`src/rtl/reg_port_arbiter.sv`:
```
// Round-robin arbiter sharing one peripheral register port between two requesters.
// Serialises single-beat reads/writes and steers read data back to the owning requester.
module reg_port_arbiter #(
  parameter int ADDR_BITS  = 4,
  parameter int DATA_WIDTH = 32,
  parameter int RD_LATENCY = 1
) (
  input  logic                    s_axi_aclk,
  input  logic                    s_axi_aresetn,
  input  logic                    m0_req,
  input  logic                    m0_we,
  input  logic [ADDR_BITS-1:0]    m0_addr,
  input  logic [DATA_WIDTH-1:0]   m0_wdata,
  input  logic [DATA_WIDTH/8-1:0] m0_strb,
  output logic                    m0_gnt,
  output logic                    m0_rvalid,
  output logic [DATA_WIDTH-1:0]   m0_rdata,
  input  logic                    m1_req,
  input  logic                    m1_we,
  input  logic [ADDR_BITS-1:0]    m1_addr,
  input  logic [DATA_WIDTH-1:0]   m1_wdata,
  input  logic [DATA_WIDTH/8-1:0] m1_strb,
  output logic                    m1_gnt,
  output logic                    m1_rvalid,
  output logic [DATA_WIDTH-1:0]   m1_rdata,
  output logic [ADDR_BITS-1:0]    wr_addr,
  output logic [DATA_WIDTH-1:0]   wr_data,
  output logic [DATA_WIDTH/8-1:0] wr_strb,
  output logic                    wr_en,
  output logic [ADDR_BITS-1:0]    rd_addr,
  output logic                    rd_en,
  input  logic [DATA_WIDTH-1:0]   rd_data,
  output logic [1:0]              o_dbg_state
);

  // Handshake: a requester holds req and its fields stable until its one-cycle gnt;
  // gnt is the acceptance, and a req still high after the gnt cycle is a new request.
  // rvalid is a one-cycle pulse with no backpressure; rdata holds until the next read.

  typedef enum logic [1:0] {
    IDLE    = 2'd0,
    ISSUE   = 2'd1,
    WAIT_RD = 2'd2
  } state_t;

  state_t                  r_state;
  state_t                  w_next_state;
  logic                    r_owner;
  logic                    r_we;
  logic                    r_last;
  logic [2:0]              r_lat_cnt;
  logic [ADDR_BITS-1:0]    r_wr_addr;
  logic [DATA_WIDTH-1:0]   r_wr_data;
  logic [DATA_WIDTH/8-1:0] r_wr_strb;
  logic [ADDR_BITS-1:0]    r_rd_addr;
  logic [DATA_WIDTH-1:0]   r_rdata0;
  logic [DATA_WIDTH-1:0]   r_rdata1;
  logic [1:0]              r_rvalid;

  logic                    w_any_req;
  logic                    w_sel;
  logic                    w_take;
  logic                    w_rd_done;
  logic                    w_sel_we;
  logic [ADDR_BITS-1:0]    w_sel_addr;
  logic [DATA_WIDTH-1:0]   w_sel_wdata;
  logic [DATA_WIDTH/8-1:0] w_sel_strb;

  // On a tie the requester that did not win last time is chosen.
  assign w_any_req   = m0_req | m1_req;
  assign w_sel       = (m0_req & m1_req) ? ~r_last : m1_req;
  assign w_sel_we    = w_sel ? m1_we    : m0_we;
  assign w_sel_addr  = w_sel ? m1_addr  : m0_addr;
  assign w_sel_wdata = w_sel ? m1_wdata : m0_wdata;
  assign w_sel_strb  = w_sel ? m1_strb  : m0_strb;
  assign w_take      = (r_state == IDLE) && w_any_req;
  assign w_rd_done   = (r_state == WAIT_RD) && (r_lat_cnt == 3'(RD_LATENCY - 1));

  always_comb begin
    w_next_state = r_state;
    case (r_state)
      IDLE:    if (w_any_req) w_next_state = ISSUE;
      ISSUE:   w_next_state = r_we ? IDLE : WAIT_RD;
      WAIT_RD: if (w_rd_done) w_next_state = IDLE;
      default: w_next_state = IDLE;
    endcase
  end

  always_ff @(posedge s_axi_aclk or negedge s_axi_aresetn) begin
    if (!s_axi_aresetn) begin
      r_state   <= IDLE;
      r_owner   <= 1'b0;
      r_we      <= 1'b0;
      r_last    <= 1'b1;
      r_lat_cnt <= '0;
      r_wr_addr <= '0;
      r_wr_data <= '0;
      r_wr_strb <= '0;
      r_rd_addr <= '0;
      r_rdata0  <= '0;
      r_rdata1  <= '0;
      r_rvalid  <= '0;
    end else begin
      r_state  <= w_next_state;
      r_rvalid <= '0;
      // Bus fields are loaded only for their own direction so idle buses hold.
      if (w_take) begin
        r_owner <= w_sel;
        r_we    <= w_sel_we;
        r_last  <= w_sel;
        if (w_sel_we) begin
          r_wr_addr <= w_sel_addr;
          r_wr_data <= w_sel_wdata;
          r_wr_strb <= w_sel_strb;
        end else begin
          r_rd_addr <= w_sel_addr;
        end
      end
      if (r_state == ISSUE) begin
        r_lat_cnt <= '0;
      end else if (r_state == WAIT_RD) begin
        r_lat_cnt <= r_lat_cnt + 3'd1;
      end
      if (w_rd_done) begin
        r_rvalid[r_owner] <= 1'b1;
        if (r_owner) r_rdata1 <= rd_data;
        else         r_rdata0 <= rd_data;
      end
    end
  end

  assign m0_gnt      = (r_state == ISSUE) && !r_owner;
  assign m1_gnt      = (r_state == ISSUE) &&  r_owner;
  assign wr_en       = (r_state == ISSUE) &&  r_we;
  assign rd_en       = (r_state == ISSUE) && !r_we;
  assign wr_addr     = r_wr_addr;
  assign wr_data     = r_wr_data;
  assign wr_strb     = r_wr_strb;
  assign rd_addr     = r_rd_addr;
  assign m0_rvalid   = r_rvalid[0];
  assign m1_rvalid   = r_rvalid[1];
  assign m0_rdata    = r_rdata0;
  assign m1_rdata    = r_rdata1;
  assign o_dbg_state = r_state;

endmodule

```
`config.mk`:
```
export PLATFORM = sky130hd
export DESIGN_NAME = reg_port_arbiter
export DESIGN_NICKNAME = d
export VERILOG_FILES = /design/src/rtl/reg_port_arbiter.sv
export SDC_FILE = /design/constraint.sdc
export NUM_CORES = 1
export LEC_CHECK = 0
export CAP_MARGIN = 20
export CELL_PAD_IN_SITES_DETAIL_PLACEMENT = 0
export CELL_PAD_IN_SITES_GLOBAL_PLACEMENT = 1
export CORE_MARGIN = 2
export CORE_UTILIZATION = 28
export CTS_BUF_LIST = sky130_fd_sc_hd__clkbuf_4 sky130_fd_sc_hd__clkbuf_8
export CTS_CLUSTER_SIZE = 16
export DETAILED_ROUTE_END_ITERATION = 12
export GPL_ROUTABILITY_DRIVEN = 0
export GPL_TIMING_DRIVEN = 0
export PLACE_DENSITY = 0.66
export SYNTH_ARGS = -nofsm -noshare
export SYNTH_HDL_FRONTEND = slang
export SYNTH_SLANG_ARGS = --single-unit
```
`constraint.sdc`:
```
create_clock -name s_axi_aclk -period 3.4 [get_ports s_axi_aclk]
set_input_delay 0.34 -clock s_axi_aclk [delete_from_list [all_inputs] [get_ports s_axi_aclk]]
set_output_delay 0.34 -clock s_axi_aclk [all_outputs]
set_load 0.02 [all_outputs]
```
[Word level (Yosys, flattened, before mapping)]
Index checks and enable logic that the tools add are counted.
Storage, ports and cells
  register bits after elaboration: 118
  bits of input ports: 118
  word-level logic and storage cells: 55
Cells by class
  $add $sub $neg: 1
  $lt $le $gt $ge: 2
  eq/ne operators: 4
  muxes and demuxes: 14
  bitwise gates (word level): 5
  reductions and logical operators: 17
Operators by type and width (number)
  $mux 32: 1
  $reduce_and 2->1: 5
  $mux 2: 4
  $mux 4: 2
  $logic_and 1x1->1: 7
  $mux 3: 2
  $pmux 2 s3: 1
  $ne 2x2->1 const B: 2
  $add 3x1->3 const B: 1
  $logic_not 3->1: 1
  $mux 1: 3
  $not 1->1: 3
  $eq 2x1->1 const B: 1
  $eq 2x2->1 const B: 1
  $logic_not 1->1: 2
  $logic_not 2->1: 1
  $lt 1x2->1 const B: 1
  $reduce_bool 2->1: 1
  $and 1x1->1: 1
  $demux 1 s1: 1
  $ge 1x1->1 const B: 1
  $or 1x1->1: 1

[Depth between registers and ports, before layout]
Gate-level depths: netlist of run 1.
  depth in word-level cells: 5
  depth in mapped cells: 7
  mapped depth without buffers: 5

[Worst setup path before layout of run 1]
OpenSTA, ideal clock, no wires.
  kind: register to register
  start point: register r_state[0] (netlist: o_dbg_state[0])
  end point: register r_wr_addr[3] (netlist: wr_addr[3])
  data arrival time: 1809 ps
  path slack: 1466 ps
  cell stages (with the launch flop): 8
  clock period less this slack: 1934 ps
  path through: dfrtp_1 inv_1 ha_1 buf_2 nand2_1 o32ai_4 buf_6 mux2_2
Between the ends
  longest elaborated chain between the ends: 3
Ends and longest elaborated chain
  start, declared: RTL line 46  | state_t r_state;
  start signal, assigned: RTL line 104  | r_state <= w_next_state;
  $logic_not 2->1: RTL line 76  | assign w_take = (r_state == IDLE) && w_any_req;
  $logic_and 1x1->1: RTL line 76
  $reduce_and 2->1 (no source line)
  end signal, assigned: RTL line 112  | r_wr_addr <= w_sel_addr;
  end, declared: RTL line 52  | logic [ADDR_BITS-1:0] r_wr_addr;
Every way passes these cells.
A chain may end at the register's enable or synchronous reset.

[Worst setup path after layout of run 1]
  start point: register r_state[1] (netlist: o_dbg_state[1])
  end point: output rd_en
Between the ends
  longest elaborated chain between the ends: 2
Ends and longest elaborated chain
  $eq 2x1->1: RTL line 135  | assign rd_en = (r_state == ISSUE) && !r_we;
  $logic_and 1x1->1: RTL line 135
  end, declared: RTL line 31  | output logic rd_en,
Every way passes these cells.

==> flow_metrics.env, run 1 <==
export IMPL_crit_start="o_dbg_state[1]"
export IMPL_io_buffer_count=233
export IMPL_grt_use_met3_pct=5.665
export IMPL_worstHoldPathType="input pin to async pin"
export IMPL_final_antenna_net_count=0
export IMPL_dp_cells=825
export IMPL_io_pins=234
export IMPL_cp_start_kind="flop"
export IMPL_use_met2_pct=22.49
export IMPL_initial_core_util_pct=28.76
export IMPL_crit_arrival_ns=2.05
export IMPL_nets=709
export IMPL_drtIter0Drc=43
export IMPL_synth_edf_count=0
export IMPL_cts_made_buffers=17
export IMPL_die_y_um=143.3
export IMPL_dp_slack_ns=1.167
export IMPL_drc_errors=0
export IMPL_cts_tree="done"
export IMPL_hold_viol=0
export IMPL_rsz0062_at_grt="false"
export IMPL_yosysSeqAreaShare_pct=54.36
export IMPL_fin_crit_ns=2.385
export IMPL_slowest_delay_ns=0.63
export IMPL_maxCapViolCount=0
export IMPL_max_slew_margin_pct=60.54
export IMPL_coreArea_mm2=0.01889
export IMPL_synthesis_area_mm2=0.005434
export IMPL_fin_skew_ns=0.01360
export IMPL_timing_fmax_mhz=419.2
export IMPL_yosysTopAreaCell="dfrtp_1"
export IMPL_use_met1_pct=16.80
export IMPL_synth_distinct_cells=24
export IMPL_grt_pass1_wl_um=21680
export IMPL_reg2reg_from="r_lat_cnt[0]"
export IMPL_die_w_um=143.3
export IMPL_drive_gt1_share_pct=34.17
export IMPL_leakagePower_nw=3.712
export IMPL_floorplan_die_area_mm2=0.02054
export IMPL_min_period_over_period_pct=70.16
export IMPL_powerDensity_mw_per_mm2=897.3
export IMPL_cts_setup_buffers=0
export IMPL_track_usage_pct=13.82
export IMPL_placed_area_mm2=0.008120
export IMPL_synth_cells=331
export IMPL_synth_top_area_share_pct=53.88
export IMPL_std_cell_rows=50
export IMPL_fill_cells=1680
export IMPL_crit_path_cell_trace="inv_1 > ha_1 > nor2b_1 > clkdlybuf4s50_1"
export IMPL_critPathRequiredTime_ns=3.06
export IMPL_synth_avg_cell_area_um2=16.42
export IMPL_cts_sinks=118
export IMPL_drt_pass1_iterations=4
export IMPL_wire_per_inst_um=16.18
export IMPL_dpl_hpwl_um=10560
export IMPL_synth_flop_cell="dfrtp_1"
export IMPL_antenna_found_initial=0
export IMPL_slowest_stage="clkdlybuf4s50_1"
export IMPL_syn_to_final_growth_pct=56.69
export IMPL_clock_path_buffers=2
export IMPL_status="finished clean"
export IMPL_grt_pass1_vias=4042
export IMPL_clk_latency_ns=0.43
export IMPL_synthMostInstantiatedCell="dfrtp_1"
export IMPL_clk_pin_slew_ns=0.07
export IMPL_overflow=0
export IMPL_crit_fanout=7
export IMPL_setup_viol=0
export IMPL_grt_max_degree=62
export IMPL_synthTopCellsByCount="dfrtp_1 (117), mux2_4 (81), mux2_2 (69)"
export IMPL_worstSetupEndpointType="output port"
export IMPL_yosys_warnings=0
export IMPL_synthArstFlopShare_pct=100.0
export IMPL_tns_ns=0
export IMPL_ir_drop_mv=0.3504
export IMPL_vias_per_cell=4.267
export IMPL_antenna_diode_count=0
export IMPL_cts_root_buf="clkbuf_8"
export IMPL_slew_violations=0
export IMPL_finalWorstSetupSlack_ns=1.015
export IMPL_tightest_slew_ns=0.5893
export IMPL_finalInstanceArea_mm2=0.008514
export IMPL_htree_levels=4
export IMPL_fin_cells=857
export IMPL_num_vias=3657
export IMPL_synthTopCellsByArea="dfrtp_1 (54%), mux2_4 (22%), mux2_2 (14%), buf_6 (1.7%), ha_1 (1.4%)"
export IMPL_mappedNetlistNets=455
export IMPL_grt_most_used_layer="met2"
export IMPL_ys_ff_latch=118
export IMPL_critPathKind="flop to output port"
export IMPL_drt_wl_total_um=13870
==> layout make-up <==
| type | count | area (µm²) | share of cell area (%) |
|---|---|---|---|
| flip-flops and latches | 118 | 2954 | 34.70 |
| repair buffers | 235 | 2371 | 27.85 |
| multi-input cells | 189 | 2310 | 27.13 |
| well taps | 260 | 325.3 | 3.821 |
| clock buffers | 19 | 255.2 | 2.998 |
| plain buffers | 16 | 140.1 | 1.646 |
| clock inverters | 12 | 128.9 | 1.514 |
| inverters | 8 | 30.03 | 0.3527 |
==> power breakdown <==
part	total, W	switching, W	internal, W
Clock	0.00126	0.000582	0.000674
Combinational	0.00392	0.00172	0.00220
Sequential	0.00247	0.000382	0.00209
==> worst paths after layout <==
kind / endpoint / slack, ns / cells past startpoint
setup / recovery: rd_en / 1.01 / 4
min in group s_axi_aclk: m1_rdata[31] / 0.50 / 1
hold / removal: r_rvalid[0] / 0.46 / 2
setup reg to reg: m0_rdata[1] / 1.24 / 6
hold reg to reg: m1_rdata[31] / 0.50 / 1
max in group asynchronous: wr_data[17] / 2.25 / 3
==> placed cells by master (no fill, tap or decap), drive strengths merged <==
| cell | n |
|---|---|
| clkdlybuf4s50 | 232 |
| mux2 | 150 |
| dfrtp | 117 |
| clkbuf | 19 |
| buf | 18 |
| inv | 10 |
| nand2 | 7 |
| o21ai | 6 |
| ha | 6 |
| nand2b | 5 |
| clkinv | 5 |
| clkinvlp | 3 |
| nor2b | 3 |
| and2 | 2 |
| o32ai | 2 |
| bufinv | 2 |
| nor3b | 1 |
| nand4b | 1 |
| nor2 | 1 |
| a22oi | 1 |
| nand3b | 1 |
| mux2i | 1 |
| a21bo | 1 |
| a21oi | 1 |
| dlygate4sd3 | 1 |
| dfstp | 1 |
==> metal layers <==
metal  vias to the layer above  share of wire [%]
li1                       1679                  -
met1                      1781                 43
met2                       182                 46
met3                        15                9.6
met4                         0                1.3
met5                         -                  0
==> registers in the layout, summed over array words and instances, names as in the netlist, 3 cells and up <==
name / cells
wr_addr: 4
r_lat_cnt: 3
rd_addr: 4
wr_data: 32
wr_strb: 4
m1_rdata: 32
m0_rdata: 32
==> logic make-up after synthesis <==
logic type,Yosys count,share of synthesized area [%]
adders and majority gates,6,1.381
and+or+nand+nor,21,2.280
AOI/OAI and AO/OA,11,1.980
muxes,151,36.86
DFF,118,54.36
buffers and inverters,24,3.131
==> repair_timing <==
item	in CTS	in global routing
setup endpoints to repair	0	0
hold endpoints to repair	56	0
resized for setup	0	0
hold buffers	1	0
==> worst max-delay path: cells and delay by family, from the launching register on <==
family / cells / cell delay, ns
fa+ha+maj: 1 / 0.27
buf+inv: 2 / 0.74
flops: 1 / 0.41
simple gates: 1 / 0.21
==> stage by stage <==
stage / power (W) / hold slack (ns) / util (%)
2_1_floorplan: 0.004599 / 0.04441 / -
3_3_place_gp: 0.006401 / 0.4868 / 42.83
3_5_place_dp: 0.006458 / 0.3675 / 42.98
4_1_cts: 0.007774 / 0.4556 / 45.07
5_1_grt: 0.008113 / 0.4698 / 45.07
6_report: 0.007640 / 0.4586 / 45.07
Note: power is estimated with default switching activity, not from simulation.
==> run 2, diff against run 1 <==
- clock period: 3.4 -> 2.2 ns (I/O delays scaled with it)
==> flow_metrics.env, run 2 (synthesis results as in run 1) <==
export IMPL_track_usage_pct=13.86
export IMPL_syn_to_final_growth_pct=56.83
export IMPL_fin_skew_ns=0.01418
export IMPL_htree_levels=4
export IMPL_fin_crit_ns=2.080
export IMPL_max_slew_margin_pct=61.87
export IMPL_io_pins=234
export IMPL_antenna_diode_count=0
export IMPL_slew_violations=0
export IMPL_clk_latency_ns=0.43
export IMPL_cp_start_kind="flop"
export IMPL_placed_area_mm2=0.008120
export IMPL_crit_fanout=10
export IMPL_setup_viol=0
export IMPL_seqPwrFrac_pct=32.3
export IMPL_dp_slack_ns=-0.03306
export IMPL_ir_drop_mv=0.5430
export IMPL_fill_cells=1681
export IMPL_worstSetupEndpointType="flop"
export IMPL_clk_pin_slew_ns=0.07
export IMPL_nets=709
export IMPL_timing_fmax_mhz=480.7
export IMPL_critPathRequiredTime_ns=2.51
export IMPL_coreArea_mm2=0.01889
export IMPL_cts_made_buffers=17
export IMPL_std_cell_rows=50
export IMPL_maxCapViolCount=0
export IMPL_final_util_pct=45.11
export IMPL_critPathKind="flop to flop"
export IMPL_vias_per_cell=4.277
export IMPL_cts_root_buf="clkbuf_8"
export IMPL_grt_max_degree=62
export IMPL_powerDensity_mw_per_mm2=1386
export IMPL_clock_path_buffers=2
export IMPL_mostFrequentLayoutCell="clkdlybuf4s50_1"
export IMPL_die_y_um=143.3
export IMPL_drc_errors=0
export IMPL_p_switching_w=0.004158
export IMPL_status="finished clean"
export IMPL_finalWorstSetupSlack_ns=0.1196
export IMPL_internal_power_w=0.007651
export IMPL_cts_sinks=118
export IMPL_dpl_hpwl_um=10560
export IMPL_initial_core_util_pct=28.76
export IMPL_hold_viol=0
export IMPL_drt_wl_total_um=13890
export IMPL_tightest_slew_ns=0.5720
export IMPL_die_w_um=143.3
export IMPL_r2r_setup_slack_ns=0.12
export IMPL_io_buffer_count=233
export IMPL_crit_arrival_ns=2.39
export IMPL_pwr_share_comb_pct=51.2
export IMPL_leakagePower_nw=3.741
export IMPL_finalInstanceArea_mm2=0.008522
export IMPL_num_vias=3665
export IMPL_overflow=0
export IMPL_wire_per_inst_um=16.21
export IMPL_reg2reg_from="o_dbg_state[0]"
export IMPL_timing_rr_end="wr_addr[3]"
export IMPL_drt_pass1_iterations=4
export IMPL_r2r_cells=7
export IMPL_rsz0062_at_grt="true"
export IMPL_worstHoldPathType="input pin to async pin"
export IMPL_power_frac_clock_pct=16.4
export IMPL_final_antenna_net_count=0
export IMPL_drtIter0Drc=33
export IMPL_antenna_found_initial=0
export IMPL_grt_pass1_vias=4055
export IMPL_grt_pass1_wl_um=21710
export IMPL_min_period_over_period_pct=94.57
export IMPL_final_cell_mix="clkdlybuf4s50_1 (228), dfrtp_1 (117), mux2_4 (81)"
export IMPL_cts_setup_buffers=0
export IMPL_drive_gt1_share_pct=34.34
export IMPL_total_power_w=0.01181
export IMPL_floorplan_die_area_mm2=0.02054
export IMPL_switching_share_pct=35.21
export IMPL_cts_tree="done"
==> run 2: through the flow <==
stage	setup TNS, ns	instances	hold slack [ns]
after floorplan	0	331	-0.07559
after global placement	-448.30	824	0.4868
after detailed placement	-0.4775	825	0.2475
after CTS	0	857	0.3356
after global routing	-0.0008931	857	0.3498
final	0	857	0.3380
==> run 2: worst max path at each step <==
stage / from / end / slack, ns / cells after the start
after floorplan: o_dbg_state[0] / wr_addr[3] / 0.27 / 7
after global placement: s_axi_aresetn / wr_data[9] / -3.82 / 1
after global routing: o_dbg_state[0] / wr_addr[2] / -0.0009 / 7
after detailed placement: r_lat_cnt[0] / m0_rdata[2] / -0.03 / 6
after CTS: o_dbg_state[1] / m1_gnt / 0.0001 / 4
final: o_dbg_state[0] / wr_addr[3] / 0.12 / 7
==> run 2: area by class of cell <==
class                   instances  area, µm²  area share (%)
inverters                       8      30.03          0.3524
plain buffers                  16      140.1           1.644
repair buffers                235       2370           27.81
multi-input cells             189       2318           27.21
clock buffers                  19      255.2           2.995
flip-flops and latches        118       2954           34.66
well taps                     260      325.3           3.817
clock inverters                12      128.9           1.512
==> run 2: worst max-delay path: stages (launching register included) <==
cell,delay (ns)
dfrtp_1,0.42
inv_1,0.12
ha_1,0.16
buf_2,0.19
nand2_1,0.11
o32ai_4,0.38
buf_6,0.25
mux2_2,0.35
==> run 2: metal layers <==
layer,routed length (µm),share of wire [%],vias up,track usage [%]
met5,0,0,-,0
met2,6469,47,183,22.69
met3,1308,9.4,15,5.665
li1,-,-,1680,-
met4,182,1.3,0,4.283
met1,5934,43,1787,16.74
==> run 2: power groups by stage <==
stage	clock, W	combinational, W	sequential (W)
2_1_floorplan	0	0.00211	0.00500
3_3_place_gp	0	0.00608	0.00382
3_5_place_dp	0	0.00614	0.00384
4_1_cts	0.00204	0.00613	0.00384
5_1_grt	0.00214	0.00643	0.00397
6_report	0.00194	0.00605	0.00382
==> run 2: repair_timing <==
| item | 4_1_cts | 5_1_grt |
|---|---|---|
| hold buffers | 1 | 0 |
| endpoints found under the hold margin | 56 | 0 |
| endpoints found under the setup margin | 33 | 2 |
| resized for setup | 5 | 1 |
==> run 3, diff against run 2 <==
- SLEW_MARGIN: default -> 20
==> results of run 3 <==
No change in the layout: final DEF, timing and power equal those of run 2.
